$ cat src/rtl/regfile_wb_arbiter.sv
// Round-robin arbiter sharing the register-file write port between the ALU (req0)
// and the load/multi-cycle unit (req1), with a registered write and saturating statistics.
module regfile_wb_arbiter #(
  parameter int ADDR_W            = 5,
  parameter int DATA_W            = 32,
  parameter int CNT_W             = 16,
  parameter int ZERO_REG_WRITABLE = 0
) (
  input  logic              clk,
  input  logic              reset,
  input  logic              req0_valid,
  input  logic [ADDR_W-1:0] req0_addr,
  input  logic [DATA_W-1:0] req0_data,
  output logic              req0_ready,
  input  logic              req1_valid,
  input  logic [ADDR_W-1:0] req1_addr,
  input  logic [DATA_W-1:0] req1_data,
  output logic              req1_ready,
  input  logic              hold,
  output logic [ADDR_W-1:0] write_reg,
  output logic [DATA_W-1:0] write_data,
  output logic              write_enable,
  output logic              last_grant,
  output logic [CNT_W-1:0]  grant0_cnt,
  output logic [CNT_W-1:0]  grant1_cnt,
  output logic [CNT_W-1:0]  conflict_cnt
);

  localparam logic [CNT_W-1:0] CNT_MAX = {CNT_W{1'b1}};

  // Increment that sticks at all-ones instead of wrapping.
  function automatic logic [CNT_W-1:0] sat_inc(input logic [CNT_W-1:0] cnt);
    if (cnt == CNT_MAX) begin
      sat_inc = cnt;
    end else begin
      sat_inc = cnt + {{(CNT_W-1){1'b0}}, 1'b1};
    end
  endfunction

  logic              gnt0_s;
  logic              gnt1_s;
  logic              xfer_s;
  logic              conflict_s;
  logic              wr_ok_s;
  logic [ADDR_W-1:0] sel_addr_s;
  logic [DATA_W-1:0] sel_data_s;

  logic              we_r;
  logic [ADDR_W-1:0] wreg_r;
  logic [DATA_W-1:0] wdata_r;
  logic              last_grant_r;
  logic [CNT_W-1:0]  g0_cnt_r;
  logic [CNT_W-1:0]  g1_cnt_r;
  logic [CNT_W-1:0]  cf_cnt_r;

  // Grant decision: reset and hold block everything; on conflict the requester not granted last wins.
  always_comb begin
    gnt0_s = 1'b0;
    gnt1_s = 1'b0;
    if (reset || hold) begin
      gnt0_s = 1'b0;
      gnt1_s = 1'b0;
    end else if (req0_valid && req1_valid) begin
      gnt0_s = last_grant_r;
      gnt1_s = ~last_grant_r;
    end else begin
      gnt0_s = req0_valid;
      gnt1_s = req1_valid;
    end
  end

  // Winner's payload and whether it actually reaches the regfile.
  always_comb begin
    sel_addr_s = req0_addr;
    sel_data_s = req0_data;
    if (gnt1_s) begin
      sel_addr_s = req1_addr;
      sel_data_s = req1_data;
    end else begin
      sel_addr_s = req0_addr;
      sel_data_s = req0_data;
    end
    wr_ok_s    = (ZERO_REG_WRITABLE != 0) || (sel_addr_s != {ADDR_W{1'b0}});
    xfer_s     = gnt0_s | gnt1_s;
    conflict_s = req0_valid & req1_valid & ~hold & ~reset;
  end

  // Registered write port; addr/data hold their last written values between writes.
  always_ff @(posedge clk) begin
    if (reset) begin
      we_r    <= 1'b0;
      wreg_r  <= {ADDR_W{1'b0}};
      wdata_r <= {DATA_W{1'b0}};
    end else begin
      we_r <= xfer_s & wr_ok_s;
      if (xfer_s && wr_ok_s) begin
        wreg_r  <= sel_addr_s;
        wdata_r <= sel_data_s;
      end
    end
  end

  // Round-robin pointer and performance counters.
  always_ff @(posedge clk) begin
    if (reset) begin
      last_grant_r <= 1'b1;
      g0_cnt_r     <= {CNT_W{1'b0}};
      g1_cnt_r     <= {CNT_W{1'b0}};
      cf_cnt_r     <= {CNT_W{1'b0}};
    end else begin
      if (xfer_s) begin
        last_grant_r <= gnt1_s;
      end
      if (gnt0_s) begin
        g0_cnt_r <= sat_inc(g0_cnt_r);
      end
      if (gnt1_s) begin
        g1_cnt_r <= sat_inc(g1_cnt_r);
      end
      if (conflict_s) begin
        cf_cnt_r <= sat_inc(cf_cnt_r);
      end
    end
  end

  assign req0_ready   = gnt0_s;
  assign req1_ready   = gnt1_s;
  assign write_enable = we_r;
  assign write_reg    = wreg_r;
  assign write_data   = wdata_r;
  assign last_grant   = last_grant_r;
  assign grant0_cnt   = g0_cnt_r;
  assign grant1_cnt   = g1_cnt_r;
  assign conflict_cnt = cf_cnt_r;

endmodule

$ cat config.mk
export PLATFORM = sky130hd
export DESIGN_NAME = regfile_wb_arbiter
export DESIGN_NICKNAME = d
export VERILOG_FILES = /design/src/rtl/regfile_wb_arbiter.sv
export SDC_FILE = /design/constraint.sdc
export NUM_CORES = 1
export LEC_CHECK = 0
export ABC_AREA = 1
export BUFFER_PORTS_ARGS = -buffer_cell sky130_fd_sc_hd__buf_4
export CAP_MARGIN = 20
export CORE_MARGIN = 2
export CORE_UTILIZATION = 54
export CTS_CLUSTER_DIAMETER = 40
export DETAILED_ROUTE_END_ITERATION = 12
export GPL_TIMING_DRIVEN = 0
export PLACE_DENSITY = 0.86
export SLEW_MARGIN = 20
export SYNTH_ARGS = -nofsm -noshare
export SYNTH_HDL_FRONTEND = slang
export SYNTH_SLANG_ARGS = --single-unit
$ cat constraint.sdc
create_clock -name clk -period 3.2 [get_ports clk]
set_input_delay 0.64 -clock clk [delete_from_list [all_inputs] [get_ports clk]]
set_output_delay 0.64 -clock clk [all_outputs]
set_load 0.02 [all_outputs]
==> results of run 1 <==
==> cell families (layout without fill, tap and decap cells) <==
logic type / count (synthesis) / count (layout) / share of synthesized area
and+or+nand+nor: 485 / 485 / 0.423
buffers and inverters: 120 / 302 / 0.104
DFF: 87 / 87 / 0.370
AOI/OAI and AO/OA: 53 / 53 / 0.0593
xor gates and xnor gates: 19 / 19 / 0.0354
adders and majority gates: 3 / 3 / 0.00798
==> power groups by stage <==
stage,clock network [mW],logic [mW],registers [mW]
6_report,0.852,0.412,1.15
5_1_grt,0.908,0.455,1.15
4_1_cts,0.861,0.414,1.15
3_5_place_dp,0,0.412,1.17
3_3_place_gp,0,0.409,1.17
2_1_floorplan,0,0.171,1.22
==> worst paths after layout <==
kind,from,to,cells after the start
hold / removal,write_reg[1],write_reg[1],2
setup reg to reg,conflict_cnt[0],conflict_cnt[5],8
hold reg to reg,write_reg[1],write_reg[1],2
setup / recovery,hold,req1_ready,7
==> final cells by class <==
type                    count  area, um2
multi-input cells         560       2470
fillers                   781       2280
flip-flops and latches     87       1740
repair buffers            167       1250
inverters                  90        338
plain buffers              30        153
clock buffers              10        138
well taps                 108        135
clock inverters             5       82.6
==> critical path: stages <==
cell and delay (ns):
buf_4 0.12, nor2_4 0.18, nand3_2 0.12, buf_4 0.20
inv_2 0.16, buf_2 0.23, buf_4 0.17
==> metrics by stage <==
| stage | std cells | total power, mW | hold WS, ns | area (um2) | utilization |
|---|---|---|---|---|---|
| 2_1_floorplan | 767 | 1.39 | 0.536 | 4700 | - |
| 3_3_place_gp | 1042 | 1.58 | 0.450 | 6090 | 0.709 |
| 3_5_place_dp | 1042 | 1.58 | 0.463 | 6090 | 0.709 |
| 4_1_cts | 1057 | 2.42 | 0.476 | 6310 | 0.735 |
| 5_1_grt | 1057 | 2.52 | 0.509 | 6310 | 0.735 |
| 6_report | 1057 | 2.41 | 0.472 | 6310 | 0.735 |
==> per-layer routing <==
layer,global-route usage,up-vias
met5,0,-
met4,0.108,0
met3,0.0647,25
met2,0.438,193
met1,0.327,2219
li1,-,2725
==> cell usage in the layout (no fill, tap or decap), types with 2 or more instances in the layout <==
| cell | count |
|---|---|
| inv_1 | 84 |
| bufinv_16 | 2 |
| nor3_1 | 22 |
| ha_1 | 3 |
| clkinv_4 | 2 |
| nand3_1 | 61 |
| buf_4 | 168 |
| buf_2 | 11 |
| clkbuf_8 | 10 |
| buf_6 | 3 |
| clkbuf_1 | 15 |
| dfxtp_1 | 87 |
| xnor2_1 | 6 |
| nor3b_1 | 3 |
| nand4_1 | 10 |
| nand2_1 | 256 |
| inv_2 | 6 |
| o21ai_0 | 19 |
| xor2_1 | 13 |
| a21oi_1 | 29 |
| nor2_1 | 126 |
==> results.py, run 1 <==
metrics = {
    "pwr": {
        "seqPwrFrac": 0.476,
        "p_int_mw": 1.77,
        "power.switching_uw": 645,
        "pwr-share-clk": 0.353,
        "total_leakage_power_nw": 3.08,
        "swShare": 0.267,
        "power_density_nw_per_um2": 382,
        "combPwrFrac": 0.171,
        "vdd_drop_max_uv": 255,
    },
    "routing": {
        "routed_wl_mm": 12.6,
        "dr.pass1.iters": 5,
        "dr_wl_met2_mm": 5.86,
        "routedWlPerCell_um": 12.0,
        "drt_iter0_markers": 210,
        "final_antenna_net_count": 0,
        "met3RoutedLength_mm": 1.01,
        "wl_met1_mm": 5.45,
        "viasPerCell": 4.88,
        "topRoutingLayerUsed": "met4",
        "vias": 5162,
        "drc": 0,
    },
    "die": {
        "initial_utilization": 0.547,
        "die_w_um": 97.3,
        "core_um2": 8590,
        "ios": 168,
        "num_rows": 34,
        "die_h_um": 97.3,
        "die_area_um2": 9470,
    },
    "yosys": {
        "synth_fp_nets": 849,
        "synth_edf_count": 0,
        "yosys-top-cells-count": "256 x nand2_1, 126 x nor2_1, 87 x dfxtp_1",
        "synthFlopType": "dfxtp_1",
        "synth_seq_area_share": 0.370,
        "ys_warn_count": 0,
        "synth_area_leaders": "dfxtp_1 37%, nand2_1 20%, nor2_1 10%",
        "avgSynthCellArea_um2": 6.13,
        "synth_cell_types": 30,
        "yosysTopAreaCell": "dfxtp_1",
        "async_flop_share": 0,
        "netlist_area_um2": 4700,
        "yosysMostFrequentCell": "nand2_1",
        "syn_inst": 767,
        "synthDominantCellAreaShare": 0.370,
        "ys_ff_latch": 87,
    },
    "placement": {
        "place_ws_ns": 0.742,
        "io_buffer_count": 167,
        "place_congestion": 0.894,
        "dp_hpwl_mm": 9.75,
    },
    "global_route": {
        "antenna_found_initial": 0,
        "grt_max_degree": 15,
        "grt_pass1_vias": 4519,
        "grt_pass1_wl_mm": 20.6,
        "overflow": 0,
        "grtUsageTotal": 0.263,
    },
    "setup_path": {
        "cp-end-kind": "primary output",
        "path_max_fanout": 10,
        "required_ns": 2.56,
        "crit_type": "primary input to primary output",
        "startpoint_type": "primary input",
        "r2r_slack_ns": 1.08,
        "crit_arrival_ns": 1.83,
    },
    "finish": {
        "synthToLayoutAreaGrowth_pct": 34.2,
        "num_antenna_cells": 0,
        "largest_reg_flops": 32,
        "fin_nets": 1027,
        "drive_above_1_share": 0.220,
    },
    "sta": {
        "tightestPinTransition_ns": 0.553,
        "slew_headroom": 0.632,
        "layout_setup_ws_ns": 0.726,
        "clock.fmax_mhz": 404,
        "min_period_over_period": 0.773,
        "final_max_slew_viol_count": 0,
        "setup_viol": 0,
        "clock_skew_ns": 0.00780,
        "hold_viol": 0,
        "rsz0062_at_grt": "no",
        "setup_tns_ns": 0,
        "finalCriticalPeriod_ns": 2.47,
    },
    "clock_network": {
        "clk_path_buf_depth": 2,
        "post_cts_buffers": 0,
        "cts_buffers": 9,
        "cts_resized": 0,
        "hold_buffers": 0,
        "clock-sinks": 87,
        "clock_latency_ns": 0.35,
        "htree_levels": 3,
        "cts_tree": "built",
        "cts_root_buf": "clkbuf_8",
        "clkSlewWorstSetupHoldPaths_ns": 0.08,
    },
    "outcome": {
        "status": "complete, no violations",
    },
    "worst_hold_path": {
        "holdCritPathClass": "flop to flop",
    },
    "job": {
        "drv_cap": 0,
    },
}
No activity file was read; power rests on OpenSTA's default activity.
==> run 2, diff against run 1 <==
--- a/config.mk
+++ b/config.mk
@@ -5,15 +5,15 @@
 export SDC_FILE = /design/constraint.sdc
 export NUM_CORES = 1
 export LEC_CHECK = 0
-export ABC_AREA = 1
+export ABC_AREA = 0
 export BUFFER_PORTS_ARGS = -buffer_cell sky130_fd_sc_hd__buf_4
 export CAP_MARGIN = 20
 export CORE_MARGIN = 2
-export CORE_UTILIZATION = 54
+export CORE_UTILIZATION = 48
 export CTS_CLUSTER_DIAMETER = 40
 export DETAILED_ROUTE_END_ITERATION = 12
 export GPL_TIMING_DRIVEN = 0
-export PLACE_DENSITY = 0.86
+export PLACE_DENSITY = 0.8
 export SLEW_MARGIN = 20
 export SYNTH_ARGS = -nofsm -noshare
 export SYNTH_HDL_FRONTEND = slang
==> constraint.sdc (replaced) <==
create_clock -name clk -period 2.6 [get_ports clk]
set_input_delay 0.52 -clock clk [delete_from_list [all_inputs] [get_ports clk]]
set_output_delay 0.52 -clock clk [all_outputs]
set_load 0.02 [all_outputs]
==> run 2 against run 1 <==
Compared with the run above: utilization decreased by 4.8 points; worst hold slack got worse by 0.035 ns; largest cell class unchanged; clock skew up 0.0066 ns; flip-flop and latch count is the same; final cell count is 27% lower; design area shrank 11%; highest routed layer unchanged; critical endpoint unchanged.
==> results.py, run 2 <==
metrics = {
    "global_route": {
        "grtUsageTotal": 0.250,
        "grt_max_degree": 14,
        "overflow": 0,
        "grt_pass1_vias": 3790,
        "grt_pass1_wl_mm": 18.3,
        "antenna_found_initial": 0,
    },
    "routing": {
        "viasPerCell": 5.58,
        "drt_iter0_markers": 189,
        "routedWlPerCell_um": 15.6,
        "vias": 4327,
        "final_antenna_net_count": 0,
        "routed_wl_mm": 12.1,
        "drc": 0,
        "dr.pass1.iters": 4,
    },
    "sta": {
        "min_period_over_period": 0.846,
        "tightestPinTransition_ns": 0.848,
        "setup_tns_ns": 0,
        "final_max_slew_viol_count": 0,
        "clock.fmax_mhz": 454,
        "hold_viol": 0,
        "slew_headroom": 0.429,
        "setup_viol": 0,
        "clock_skew_ns": 0.0144,
        "rsz0062_at_grt": "no",
        "finalCriticalPeriod_ns": 2.20,
    },
    "clock_network": {
        "clkSlewWorstSetupHoldPaths_ns": 0.09,
        "hold_buffers": 0,
        "cts_buffers": 9,
        "htree_levels": 3,
        "cts_resized": 0,
        "cts_tree": "built",
        "cts_root_buf": "clkbuf_8",
        "post_cts_buffers": 0,
        "clock_latency_ns": 0.35,
        "clk_path_buf_depth": 2,
        "clock-sinks": 87,
    },
    "die": {
        "initial_utilization": 0.494,
        "ios": 168,
        "core_um2": 8180,
        "die_h_um": 95.8,
        "die_w_um": 95.8,
        "num_rows": 33,
        "die_area_um2": 9170,
    },
    "setup_path": {
        "crit_chain": "buf_2 > nor2_1 > nand3_1 > inv_2 > buf_4",
        "crit_arrival_ns": 1.68,
        "required_ns": 2.08,
        "cp_top_family": "buffers and inverters",
        "crit_buf_inv": 3,
        "startpoint_type": "primary input",
        "crit_type": "primary input to primary output",
        "crit_slowest_cell": "inv_2",
        "cp-end-kind": "primary output",
        "path_max_fanout": 18,
        "cpPeakStageDelay_ns": 0.35,
    },
    "yosys": {
        "avgSynthCellArea_um2": 8.23,
        "yosys-top-cells-count": "88 x nand2_1, 87 x dfxtp_1, 78 x nor2_1",
        "yosysMostFrequentCell": "nand2_1",
        "synthFlopType": "dfxtp_1",
        "netlist_area_um2": 4040,
        "async_flop_share": 0,
        "synth_cell_types": 47,
        "synth_edf_count": 0,
        "syn_inst": 491,
        "synth_area_leaders": "dfxtp_1 43%, nand2_1 8.2%, a311oi_1 7.6%",
        "synth_seq_area_share": 0.431,
        "ys_ff_latch": 87,
        "synthDominantCellAreaShare": 0.431,
        "synth_fp_nets": 573,
        "yosysTopAreaCell": "dfxtp_1",
        "ys_warn_count": 0,
    },
    "finish": {
        "final_common_cell": "buf_4",
        "drive_above_1_share": 0.286,
        "largest_reg_flops": 32,
        "fin_nets": 749,
        "final_core_util": 0.687,
        "layout_common_cells": "166 x buf_4, 88 x nand2_1, 87 x dfxtp_1",
        "synthToLayoutAreaGrowth_pct": 38.9,
        "num_antenna_cells": 0,
    },
    "placement": {
        "dp_hpwl_mm": 9.23,
        "place_congestion": 0.935,
        "io_buffer_count": 166,
    },
    "worst_hold_path": {
        "holdCritPathClass": "primary input to flop",
    },
    "pwr": {
        "power_density_nw_per_um2": 490,
        "vdd_drop_max_uv": 275,
        "total_leakage_power_nw": 2.35,
    },
    "job": {
        "drv_cap": 0,
    },
    "outcome": {
        "status": "complete, no violations",
    },
}
run 2: cell count changes after synthesis, moves of 10 or more:
cell / delta
nor3_1: -13
a21oi_1: -19
nand3_1: -45
nand2_1: -168
mux2i_1: +10
nor2_1: -48
a311oi_1: +35
inv_1: -78
run 2: power breakdown:
| group | total (mW) | switching, mW | leakage, nW | internal (mW) |
|---|---|---|---|---|
| registers | 1.40 | 0.0258 | 0.707 | 1.37 |
| clock network | 0.963 | 0.472 | 0.0985 | 0.491 |
| logic | 0.389 | 0.205 | 1.54 | 0.183 |
| total | 2.75 | 0.703 | 2.35 | 2.05 |
run 2: worst paths after layout:
path,from,end,slack (ns),depth (start not counted)
max reg2reg,conflict_cnt[0],conflict_cnt[7],0.42,6
max,reset,req1_ready,0.40,5
min,req1_data[0],write_data[0],0.44,3
min reg2reg,write_reg[4],write_reg[4],0.48,1
run 2: worst register-to-register path: cells and delay by family, from the launching register on:
family / cells / cell delay, ns
AND/OR/NAND/NOR: 3 / 0.82
flip-flops: 1 / 0.44
AO/OA/AOI/OAI: 1 / 0.31
adder cells (fa/ha/maj): 1 / 0.27
XOR/XNOR: 1 / 0.22
run 2: kinds of logic (layout without fill, tap and decap cells):
logic type | after synthesis | count (layout) | synth area share
flops | 87 | 87 | 0.431
buf+inv | 34 | 214 | 0.0334
mux | 11 | 11 | 0.0276
fa+ha+maj | 3 | 3 | 0.00929
xor+xnor | 26 | 26 | 0.0563
simple gates | 250 | 250 | 0.292
compound gates | 80 | 80 | 0.150
run 2: per-layer routing:
metal  track usage  up-vias  share of wire
li1              -     2113              -
met1         0.340     2046           0.43
met2         0.417      150           0.50
met3        0.0329       18          0.055
met4        0.0738        0          0.015
met5             0        -              0
run 2: metrics by stage:
| step | hold WS [ns] | power [mW] | instance area, um2 | worst slack, ns | cells |
|---|---|---|---|---|---|
| 4_1_cts | 0.434 | 2.76 | 5620 | 0.102 | 777 |
| 3_3_place_gp | 0.447 | 1.81 | 5420 | 0.104 | 762 |
| 6_report | 0.437 | 2.75 | 5610 | 0.399 | 776 |
| 5_1_grt | 0.432 | 2.85 | 5610 | 0.201 | 776 |
| 2_1_floorplan | 0.543 | 1.61 | 4040 | 0.470 | 491 |
| 3_5_place_dp | 0.456 | 1.82 | 5420 | 0.104 | 762 |
run 2: cell type report:
cell class                      instances  area (um2)
Sequential cell                        87        1740
Buffer                                 26         105
Multi-Input combinational cell        370        2160
Clock buffer                           12         155
Inverter                                7        26.3
Clock inverter                          3        42.5
Tap cell                              105         131
Timing Repair Buffer                  166        1250
Fill cell                             695        2560
==> run 3, diff against run 2 <==
==> constraint.sdc (replaced) <==
create_clock -name clk -period 2.1 [get_ports clk]
set_input_delay 0.42 -clock clk [delete_from_list [all_inputs] [get_ports clk]]
set_output_delay 0.42 -clock clk [all_outputs]
set_load 0.02 [all_outputs]
==> run 3 against run 2 <==
Compared with the run above: register-to-register slack got worse by 0.31 ns; sequential share of layout area shrank 0.36 points; clock-buffer cell count unchanged; non-clock buffer count is the same; utilization up 0.86 points; die area stayed put; worst setup slack worse by 0.29 ns; via count is 0.12% lower; first-iteration DRC count up 6.9%; critical path type is now flop to flop; largest power group unchanged.
==> results.py, run 3 (synthesized netlist as in run 2, its figures left out) <==
metrics = {
    "routing": {
        "drc": 0,
        "dr.pass1.iters": 5,
        "final_antenna_net_count": 0,
        "drt_iter0_markers": 202,
        "routedWlPerCell_um": 15.7,
        "vias": 4322,
        "routed_wl_mm": 12.2,
        "viasPerCell": 5.56,
    },
    "finish": {
        "fin_nets": 750,
        "final_common_cell": "buf_4",
        "final_core_util": 0.695,
        "largest_reg_flops": 32,
        "synthToLayoutAreaGrowth_pct": 40.6,
        "num_antenna_cells": 0,
        "layout_common_cells": "166 x buf_4, 88 x nand2_1, 86 x dfxtp_1",
        "drive_above_1_share": 0.301,
        "n_fill_cell": 692,
    },
    "sta": {
        "clock.fmax_mhz": 503,
        "setup_viol": 0,
        "final_max_slew_viol_count": 0,
        "setup_tns_ns": 0,
        "rsz0062_at_grt": "no",
        "tightestPinTransition_ns": 0.615,
        "slew_headroom": 0.579,
        "hold_viol": 0,
        "finalCriticalPeriod_ns": 1.99,
        "clock_skew_ns": 0.0143,
        "min_period_over_period": 0.947,
    },
    "clock_network": {
        "hold_buffers": 0,
        "clk_path_buf_depth": 2,
        "cts_buffers": 9,
        "htree_levels": 3,
        "cts_tree": "built",
        "clock_latency_ns": 0.35,
        "post_cts_buffers": 0,
        "clkSlewWorstSetupHoldPaths_ns": 0.09,
        "cts_root_buf": "clkbuf_8",
        "clock-sinks": 87,
    },
    "global_route": {
        "grt_pass1_vias": 3785,
        "grtUsageTotal": 0.250,
        "antenna_found_initial": 0,
        "overflow": 0,
        "grt_max_degree": 19,
        "grt_pass1_wl_mm": 18.2,
        "met2_usage": 0.416,
        "busiest_layer": "met2",
        "met3_usage": 0.0329,
        "met1_usage": 0.340,
    },
    "setup_path": {
        "crit_type": "flop to flop",
        "required_ns": 2.32,
        "startpoint_type": "flop",
        "cpPeakStageDelay_ns": 0.48,
        "crit_arrival_ns": 2.21,
        "crit_slowest_cell": "or4_1",
        "crit_chain": "ha_1 > nand2_1 > or4_1 > o21ai_4 > mux2i_1 > nor2_1",
        "path_max_fanout": 10,
        "r2r_cells": 6,
        "cp-end-kind": "flop",
    },
    "pwr": {
        "power_density_nw_per_um2": 600,
        "pwr-share-clk": 0.348,
        "combPwrFrac": 0.144,
        "power.switching_uw": 869,
        "vdd_drop_max_uv": 340,
        "p_int_mw": 2.54,
        "seqPwrFrac": 0.508,
        "total_leakage_power_nw": 2.38,
        "swShare": 0.255,
    },
    "die": {
        "die_h_um": 95.8,
        "core_um2": 8180,
        "die_w_um": 95.8,
        "initial_utilization": 0.494,
        "die_area_um2": 9170,
        "num_rows": 33,
        "ios": 168,
    },
    "worst_hold_path": {
        "hold_depth": 3,
        "holdCritPathClass": "primary input to flop",
    },
    "job": {
        "drv_cap": 0,
    },
    "placement": {
        "dp_hpwl_mm": 9.23,
        "place_congestion": 0.935,
        "io_buffer_count": 166,
    },
    "outcome": {
        "status": "complete, no violations",
    },
}
-- run 3: worst paths after layout --
check	end	start	slack (ns)
max	conflict_cnt[1]	conflict_cnt[1]	0.11
min	write_data[0]	req1_data[0]	0.34
max reg2reg	conflict_cnt[1]	conflict_cnt[1]	0.11
min reg2reg	write_reg[4]	write_reg[4]	0.48
-- run 3: final cells by class --
type                       count  area [um2]  share of cell area
buffer                        26         111              0.0196
sequential                    87        1740               0.307
clock inverter                 3        42.5             0.00749
multi-input combinational    371        2220               0.391
clock buffer                  12         155              0.0273
timing repair buffer         166        1250               0.219
tap                          105         131              0.0231
inverter                       7        28.8             0.00506
-- run 3: what timing repair did --
action                                  in CTS  in global routing
gates resized for setup                      2                 16
cloned                                       0                  1
pin swaps                                    0                  1
endpoints found under the setup margin       3                 48
-- run 3: critical path: cells and delay by family, from the launching register on --
family	cells	cell delay [ns]
fa+ha+maj	1	0.26
simple gates	3	0.66
flops	1	0.43
mux	1	0.23
compound gates	1	0.28
-- run 3: through the flow --
step | power (mW) | hold WS, ns | cells | setup WS (ns) | instance area [um2]
2_1_floorplan | 1.99 | 0.543 | 491 | 0.0697 | 4040
4_1_cts | 3.42 | 0.334 | 776 | 0.0417 | 5620
5_1_grt | 3.54 | 0.332 | 777 | 0.00695 | 5680
3_5_place_dp | 2.25 | 0.456 | 762 | -0.274 | 5420
3_3_place_gp | 2.24 | 0.447 | 762 | -0.196 | 5420
6_report | 3.41 | 0.337 | 777 | 0.112 | 5680
-- run 3: layer usage --
| metal | part of all wire | wire length, um |
|---|---|---|
| met1 | 0.43 | 5280 |
| met2 | 0.50 | 6070 |
| met3 | 0.057 | 691 |
| met4 | 0.014 | 174 |
| met5 | 0 | 0 |
-- run 3: power by group through the flow --
stage / combinational [mW] / sequential (mW) / clock (mW)
floorplan: 0.162 / 1.83 / 0
global placement: 0.470 / 1.77 / 0
detailed placement: 0.479 / 1.77 / 0
CTS: 0.481 / 1.73 / 1.21
global route: 0.530 / 1.74 / 1.27
finish: 0.491 / 1.73 / 1.19
